==> src/rtl/mem_loader_pkg.sv <==
// Shared sizing, default-weight constants and FSM state encoding for mem_loader.
package mem_loader_pkg;

    localparam int unsigned WIDTH = 5;
    localparam int unsigned N_X   = 4;
    localparam int unsigned N_W   = 16;

    localparam logic [4:0] DIAG_W    = 5'b01000;
    localparam logic [4:0] OFFDIAG_W = 5'b11110;

    typedef enum logic [1:0] {
        IDLE,
        LOAD_X,
        LOAD_W,
        DONE
    } state_t;

    // W is a row-major 4x4 matrix: element i is on the diagonal when row == column.
    function automatic logic [4:0] default_w(input int unsigned i);
        return ((i / 4) == (i % 4)) ? DIAG_W : OFFDIAG_W;
    endfunction

endpackage

==> src/rtl/mem_loader.sv <==
// Streams an X vector and a 4x4 weight matrix into registers from a valid/ready source;
// optionally substitutes a built-in weight fill and streams X only.
module mem_loader #(
    parameter int unsigned WIDTH = mem_loader_pkg::WIDTH,
    parameter int unsigned N_X   = mem_loader_pkg::N_X,
    parameter int unsigned N_W   = mem_loader_pkg::N_W
) (
    input  logic             clk,
    input  logic             rst_n,
    input  logic             start,
    input  logic             use_default,
    input  logic             in_valid,
    input  logic [WIDTH-1:0] in_data,
    output logic             in_ready,
    output logic [WIDTH-1:0] X_out [N_X],
    output logic [WIDTH-1:0] W_out [N_W],
    output logic             busy,
    output logic             done
);

    import mem_loader_pkg::*;

    localparam int unsigned N_MAX = (N_X > N_W) ? N_X : N_W;
    localparam int unsigned CNT_W = (N_MAX > 1) ? $clog2(N_MAX) : 1;

    state_t           state;
    logic [CNT_W-1:0] cnt;
    logic             use_def_q;

    // Element writes decode the counter per element so no out-of-range index is ever formed.
    always_ff @(posedge clk or negedge rst_n) begin
        if (!rst_n) begin
            state     <= IDLE;
            cnt       <= '0;
            use_def_q <= 1'b0;
            in_ready  <= 1'b0;
            busy      <= 1'b0;
            done      <= 1'b0;
            for (int unsigned k = 0; k < N_X; k++) X_out[k] <= '0;
            for (int unsigned k = 0; k < N_W; k++) W_out[k] <= '0;
        end else begin
            case (state)
                IDLE, DONE: begin
                    if (start) begin
                        state     <= LOAD_X;
                        cnt       <= '0;
                        use_def_q <= use_default;
                        in_ready  <= 1'b1;
                        busy      <= 1'b1;
                        done      <= 1'b0;
                        if (use_default) begin
                            for (int unsigned k = 0; k < N_W; k++)
                                W_out[k] <= WIDTH'($signed(default_w(k)));
                        end
                    end
                end

                LOAD_X: begin
                    if (in_valid) begin
                        for (int unsigned k = 0; k < N_X; k++)
                            if (cnt == CNT_W'(k)) X_out[k] <= in_data;
                        if (cnt == CNT_W'(N_X - 1)) begin
                            cnt <= '0;
                            if (use_def_q) begin
                                state    <= DONE;
                                in_ready <= 1'b0;
                                busy     <= 1'b0;
                                done     <= 1'b1;
                            end else begin
                                state <= LOAD_W;
                            end
                        end else begin
                            cnt <= cnt + 1'b1;
                        end
                    end
                end

                LOAD_W: begin
                    if (in_valid) begin
                        for (int unsigned k = 0; k < N_W; k++)
                            if (cnt == CNT_W'(k)) W_out[k] <= in_data;
                        if (cnt == CNT_W'(N_W - 1)) begin
                            cnt      <= '0;
                            state    <= DONE;
                            in_ready <= 1'b0;
                            busy     <= 1'b0;
                            done     <= 1'b1;
                        end else begin
                            cnt <= cnt + 1'b1;
                        end
                    end
                end

                default: begin
                    state    <= IDLE;
                    cnt      <= '0;
                    in_ready <= 1'b0;
                    busy     <= 1'b0;
                    done     <= 1'b0;
                end
            endcase
        end
    end

endmodule

==> config.mk <==
export PLATFORM = sky130hd
export DESIGN_NAME = mem_loader
export DESIGN_NICKNAME = d
export VERILOG_FILES = /design/src/rtl/mem_loader_pkg.sv /design/src/rtl/mem_loader.sv
export SDC_FILE = /design/constraint.sdc
export NUM_CORES = 1
export LEC_CHECK = 0
export ABC_AREA = 1
export CAP_MARGIN = 0
export CORE_ASPECT_RATIO = 1.4
export CORE_UTILIZATION = 53
export CTS_CLUSTER_DIAMETER = 100
export CTS_CLUSTER_SIZE = 28
export DETAILED_ROUTE_END_ITERATION = 8
export PLACE_DENSITY = 0.85
export SYNTH_ARGS = -nofsm -noshare
export SYNTH_HDL_FRONTEND = slang
export SYNTH_SLANG_ARGS = --single-unit
==> constraint.sdc <==
create_clock -name clk -period 3.35 [get_ports clk]
set_clock_uncertainty 0.15 [all_clocks]
set_input_delay 0.8375 -clock clk [delete_from_list [all_inputs] [get_ports clk]]
set_output_delay 0.8375 -clock clk [all_outputs]
set_load 0.1 [all_outputs]
# Word-level counts from Yosys, hierarchy flattened
# Index checks and enable logic that the tools add are counted.
[totals]
inputBits = 10
word_cells = 141
ff_bits = 109
[classes]
add_sub_neg = 1
n_eq_ne = 40
reduce_logical = 28
muxes = 47
[ops]
columns = ["op", "n"]
rows = [
  ["two-way mux 80 bit", 3],
  ["one-hot mux 80 bit (2 select lines)", 1],
  ["AND reduction 5 bit", 17],
  ["two-way mux 5 bit", 16],
  ["inequality test 2 bit (second input constant)", 22],
  ["equality test 4 bit (second input constant)", 8],
  ["two-way mux 4 bit", 5],
  ["equality test 4 x 3 -> 1 bit (second input constant)", 4],
  ["AND reduction 3 bit", 5],
  ["two-way mux 1 bit", 13],
  ["one-hot mux 4 bit (3 select lines)", 1],
  ["two-way mux 2 bit", 5],
  ["equality test 4 x 2 -> 1 bit (second input constant)", 2],
  ["one-hot mux 1 bit (3 select lines)", 2],
  ["one-hot mux 2 bit (3 select lines)", 1],
  ["AND reduction 6 bit", 1],
  ["adder 4 x 1 -> 4 bit (second input constant)", 1],
  ["equality test 2 bit (second input constant)", 2],
  ["equality test 4 x 1 -> 1 bit (second input constant)", 1],
  ["logical NOT 4 bit", 1],
  ["equality test 2 x 1 -> 1 bit (second input constant)", 1],
  ["logical NOT 2 bit", 1],
  ["AND reduction 2 bit", 1],
  ["nonzero test 2 bit", 1],
  ["OR reduction 2 bit", 1],
]

# Logic depth before layout (Yosys ltp)
# Gate-level depths: netlist of the first run.
[logic_depth]
depth_word = 4
depth_mapped = 10

# Worst setup path before layout of the first run
# No wires, ideal clock.
[synth_timing]
kind = "flip-flop to output port"
startpoint = "register, netlist name busy"
endpoint = "output port in_ready"
path_buffers = 1
t_arrival_ns = 1.340
required_ns = 2.362
stages_incl_launch_ff = 2
slack_ns = 1.023
path_cell_list = "dfrtp_1 > buf_4"
[synth_rtl]
columns = ["item", "line_no", "text"]
rows = [
  ["to (decl)", "mem_loader.sv:14", "output logic in_ready,"],
]

# Worst setup path after layout of the first run
[layout_timing]
startpoint = "input port in_valid"
endpoint = "register W_out[4] (netlist bit)"
[layout_via]
elab_chain_cells = 2
[layout_lines]
columns = ["item", "line_no", "text"]
rows = [
  ["from (decl)", "mem_loader.sv:12", "input logic in_valid,"],
  ["inequality test 2 bit (no line)", "n/a", ""],
  ["AND reduction 5 bit (no line)", "n/a", ""],
  ["to (signal, indexed assignment)", "mem_loader.sv:53", "W_out[k] <= WIDTH'($signed(default_w(k)));"],
  ["to (signal, indexed assignment)", "mem_loader.sv:81", "if (cnt == CNT_W'(k)) W_out[k] <= in_data;"],
  ["to (decl)", "mem_loader.sv:16", "output logic [WIDTH-1:0] W_out [N_W],"],
]
# Every way passes these cells.
# A chain may end at the register's enable or synchronous reset.

==> run metrics, run 1 <==
syn_area_per_cell around 9.9 sq um; post-synthesis cell area 0.00451 sq mm; critical path required time around 3.4 ns; drt via density ~5.4; Slowest Stage Delay on Critical Path about 0.47 ns; vias in the first global route about 3,600; number of synthesized register bits between 100 and 150; Top cell by count, worst path nand2_1; Port Buffers 112; DPL Wire Length between 7000 and 8000 um; synth unique cells 25; post-synthesis sequential area ratio 60.5%; unrepaired setup endpoints after global routing no; max_cap viols 0; Final Setup Violations 0; Post-synth EDFFs 0; largest net degree at the start of global routing just over 70; nets slightly below 600; highest-delay cell along the critical path clkdlybuf4s50_1; worst-skew pair later-pin latency 0.34 ns; drt total wl ~11,000 um; Hold Path Class in2async; TritonCTS Buffers 9; CTS Hold Buffers Added 0; CTS tree built; Commonest cells post-synth nand2_1, dfrtp_1, o21ai_0; Worst Setup Start Kind input port; fraction of registers with async set/reset between 90% and 100%; FP Rows 39; DRT iter0 DRCs roughly 240; initial antenna violation count 0; first-pass GRT wire length approximately 18,000 um; status finished clean; CP cell instances clkdlybuf4s50_1 > inv_1 > nand2_1 > nand2_1 > nor2_8 > nand2_2 > nand2_1 > o21ai_0; GRT Overall Usage ~27%; Clock Path Buffers 2; root buf cell clkbuf_16; H-tree depth reported by CTS 3; type of the worst setup path in2reg; synth warn 0; DRC viols 0; Routed Antenna Nets 0; die area 0.00888 sq mm; Syn Inst Count 455; Main synth FF type dfrtp_1; sum of negative setup slack 0 ns; Synthesized Nets 472; Crit Path Max Fanout 16; area leader, netlist dfrtp_1; chip height about 110 um; Hold Fails Final Rpt 0; Yosys top cell area share 60.5%; RD Place Congestion 0.835; f_max 0.416 GHz; slew of the pin with the lowest slew margin 0.659 ns; Antenna Cells 0; Starting Density 55.0%; share of cells above drive strength 1 a little under a third; clock-pin slew on the worst setup and hold paths about 0.070 ns; die width 79.9 um; post-DR wirelength/cell about 16 um; Final min period 2.40 ns; slew margin rel. 56.0%; max-slew violations 0; critical path arrival between 2 and 2.5 ns; Final period util 71.7%; post-CTS setup buffers 0; via count ~3,700; post-CTS resize count 0; CP endpoint kind register; clock sinks about 110; top cells by area, synth dfrtp_1, nand2_1, o21ai_0; CORE AREA 0.00820 sq mm; Layout Area Growth over Synthesis 28.3%; GRT overflow 0; drt pass-1 iters 4; top-count cell post-synth nand2_1; Top Ports approximately 110
==> cells in the final DEF (no fill, tap or decap), drive strengths merged <==
| cell type | n |
|---|---|
| buf | 110 |
| nor2 | 11 |
| o21ai | 114 |
| dfrtp | 109 |
| nand3 | 15 |
| a31oi | 1 |
| clkdlybuf4s50 | 8 |
| nand2 | 159 |
| ha | 7 |
| inv | 25 |
| clkbuf | 13 |
| a21oi | 2 |
| clkinv | 3 |
| xor2 | 1 |
| o22ai | 1 |
==> through the flow <==
stage	util, %	cells	instance area [sq um]	hold slack (ns)	worst slack [ns]
after global placement	67.0	665	5490	0.317	0.653
after floorplan	-	455	4510	0.317	1.02
after global routing	70.5	681	5780	0.346	0.764
final	70.5	681	5780	0.307	0.947
after CTS	70.5	681	5780	0.322	0.948
after detailed placement	67.0	665	5490	0.320	0.588
==> flip-flops by register name (all words and copies together), names as in the netlist <==
| signal | flops |
|---|---|
| W_out | 80 |
| X_out | 20 |
| busy | 1 |
| cnt | 4 |
| done | 1 |
| state | 2 |
| use_def_q | 1 |
==> layer usage <==
metal  vias up  wire length [um]  part of all wire (%)  GRT usage (%)
met4         0               293                   2.6           10.0
met3        18               482                   4.3           4.77
met1      1795              4390                    39           33.2
met2       110              5990                    54           46.0
li1       1734                 -                     -              -
met5         -                 0                     0              0
==> layout make-up <==
type | instances | area (sq um)
Clock buffer | 13 | 270
Timing Repair Buffer | 118 | 918
Inverter | 25 | 93.8
Clock inverter | 3 | 18.8
Sequential cell | 109 | 2730
Multi-Input combinational cell | 311 | 1620
Tap cell | 102 | 128
Fill cell | 633 | 2420
==> worst max-delay path: cells and delay by family <==
family          cells  cell delay, ns
simple gates        5            0.98
buf+inv             2            0.53
compound gates      1            0.10
==> worst paths after layout <==
check | slack [ns] | cells past startpoint | to | startpoint
worst max register to register | 1.09 | 9 | W_out[4] | state[0]
worst max-delay path | 0.95 | 8 | W_out[4] | in_valid
max in group asynchronous | 1.99 | 2 | W_out[52] | rst_n
worst min register to register | 0.34 | 2 | W_out[63] | W_out[63]
min in group clk | 0.34 | 2 | W_out[63] | W_out[63]
worst min-delay path | 0.31 | 1 | X_out[16] | rst_n
==> kinds of logic (layout without fill, tap and decap cells) <==
| logic type | count (synthesis) | in the layout | synth area share, % |
|---|---|---|---|
| buf+inv | 35 | 159 | 3.42 |
| xor+xnor | 1 | 1 | 0.194 |
| simple gates | 185 | 185 | 18.9 |
| fa+ha+maj | 7 | 7 | 1.94 |
| compound gates | 118 | 118 | 15.0 |
| flops | 109 | 109 | 60.5 |
Power of run 1 is not shown: default switching activity piles up to over one toggle a cycle in this logic, so the estimate is an artifact.
==> run 2, diff against run 1 <==
- CORE_UTILIZATION: 53 -> 44
- PLACE_DENSITY: 0.85 -> 0.76
- clock period: 3.35 -> 2 ns (I/O delays scaled with it)
==> run 2 against run 1 <==
Worst hold slack gained 0.078 ns. Cell count is 6.5% higher. Flip-flop and latch count did not move. Via count is 1.4% higher. First-iteration DRC count fell by 28%. Utilization increased by 3.2 points. Die area up 20%. Critical path type is now reg2reg. Critical endpoint is now W_out[5].
==> run metrics, run 2 (same netlist as run 1, synthesis figures left out) <==
post-DR wirelength/cell 16.5 um (+0.98%); initial antenna violation count 0 (unchanged); DPL Wire Length 8900 um (+14%); Final min period 1.93 ns; clock sinks 109 (unchanged); DRT iter0 DRCs 171 (-28%); die width 87.5 um (+9.5%); unrepaired setup endpoints after global routing yes; FP Rows 43 (+10%); Clock Path Buffers 2 (unchanged); largest registers W_out (80), X_out (20), cnt (4); Hold Path Class reg2reg; Top Ports 113 (unchanged); slew of the pin with the lowest slew margin 0.419 ns (-0.240 ns); GRT Overall Usage 24.4% (-2.4 points); pre-CTS WS -0.227 ns (-0.815 ns); type of the worst setup path reg2reg; Worst path depth 9 (+1); CP cell instances inv_1 > ha_2 > nand2_1 > nand2_1 > nor2_8 > buf_12 > nand2_2 > nand2_1 > o21ai_0; largest net degree at the start of global routing 34 (-53%); Sequential cell area 0.00273 sq mm (unchanged); nets 602 (+1.9%); Top cell by count, worst path nand2_1; reg2reg path depth 9 (unchanged); worst setup margin 0.0672 ns (-0.880 ns); flop-to-flop setup slack 0.07 ns (-1.02 ns); CTS tree built; max FFs per register 80 (unchanged); hold-critical path depth 2; f_max around 0.52 GHz; multi-input logic area 0.00164 sq mm (+1.1%); vias in the first global route 3,835 (+6.4%); drt pass-1 iters 5 (+1); via count 3,710 (+1.4%); Final Setup Violations 0 (unchanged); placed cell areas 0.00700 sq mm (+27%); status finished clean; sum of negative setup slack 0 ns (unchanged); first-pass GRT wire length 19,500 um (+8.4%); share of cells above drive strength 1 31.5% (+1.5 points); # fillers 624 (-1.4%); Crit path buffers/inverters 2 (unchanged); drt total wl 12,000 um (+7.5%); Antenna Cells 0 (unchanged); chip height 122 um (+9.6%); Starting Density 45.3% (-9.7 points); post-CTS setup buffers 0 (unchanged); Hold Fails Final Rpt 0 (unchanged); critical path arrival 2.01 ns (-0.45 ns); DRC viols 0 (unchanged); Worst Setup Start Kind register; commonest cells after routing, fill and taps aside nand2_1, buf_12, dfrtp_1; TritonCTS Buffers 9 (unchanged); slew margin rel. 72.1% (+16 points); root buf cell clkbuf_16; RD Place Congestion 0.839 (+0.42%); worst-skew pair later-pin latency 0.35 ns (about the same); highest-delay cell along the critical path dfrtp_1; Routed Antenna Nets 0 (unchanged); Layout Area Growth over Synthesis 62.8%; Port Buffers 112 (unchanged); crit-path leading delay family simple AND/OR/NAND/NOR gates; drt via density 5.12 (-4.7%); most flop-heavy register W_out; most common cell after layout, fill and taps aside nand2_1; critical path required time 2.08 ns (-1.33 ns); GRT overflow 0 (unchanged); max_cap viols 0 (unchanged); H-tree depth reported by CTS 3 (unchanged); clock-pin slew on the worst setup and hold paths 0.07 ns (about the same); max-slew violations 0 (unchanged); Final period util 96.6%; Slowest Stage Delay on Critical Path 0.40 ns (-0.07 ns); CORE AREA 0.00995 sq mm (+21%); cell area after layout 0.00733 sq mm (+27%); CP endpoint kind register; die area 0.0107 sq mm (+20%); Crit Path Max Fanout 10 (-6)
[run 2: changes by cell type in the layout (fill, tap and decap cells not counted), sizes merged]
cell,delta
clkbuf,-3
bufinv,+1
clkinv,+1
buf,+10
inv,+1
dlygate4sd3,+1
[run 2: final timing paths]
check	startpoint	end
worst max register to register	state[0]	W_out[5]
worst min-delay path	done	done
worst min register to register	done	done
max in group asynchronous	rst_n	W_out[42]
min in group asynchronous	rst_n	W_out[22]
worst max-delay path	state[0]	W_out[5]
[run 2: tightest hold or removal path, stage by stage (launching register included)]
cell and delay (ns):
dfrtp_1 0.39, nand2_1 0.07, nand2_1 0.05
[run 2: per-stage QoR]
step	std cells	util (%)	hold slack, ns
2_1_floorplan	455	-	0.0544
3_3_place_gp	708	70.3	0.307
3_5_place_dp	708	70.3	0.310
4_1_cts	725	73.5	0.387
5_1_grt	725	73.7	0.405
6_report	725	73.7	0.385
[run 2: what timing repair did]
item                                    in CTS  in global routing
pin swaps                                    0                  0
hold buffers                                 1                  0
endpoints found under the setup margin       1                 73
resized for setup                            1                  9
hold endpoints to repair                    27                  0
[run 2: cell type report]
cell class / count / share of cell area, %
sequential: 109 / 37.2
timing repair buffer: 129 / 32.6
multi-input combinational: 311 / 22.4
clock buffer: 10 / 3.26
tap: 135 / 2.30
inverter: 25 / 1.28
clock inverter: 6 / 0.955
[run 2: routing by layer]
layer	GRT usage, %	routed length, um	vias to the layer above
met5	0	0	-
li1	-	-	1758
met2	43.3	6700	126
met1	29.2	4460	1804
met3	3.66	516	22
met4	10.5	307	0
Power of run 2 is left out for the same reason.
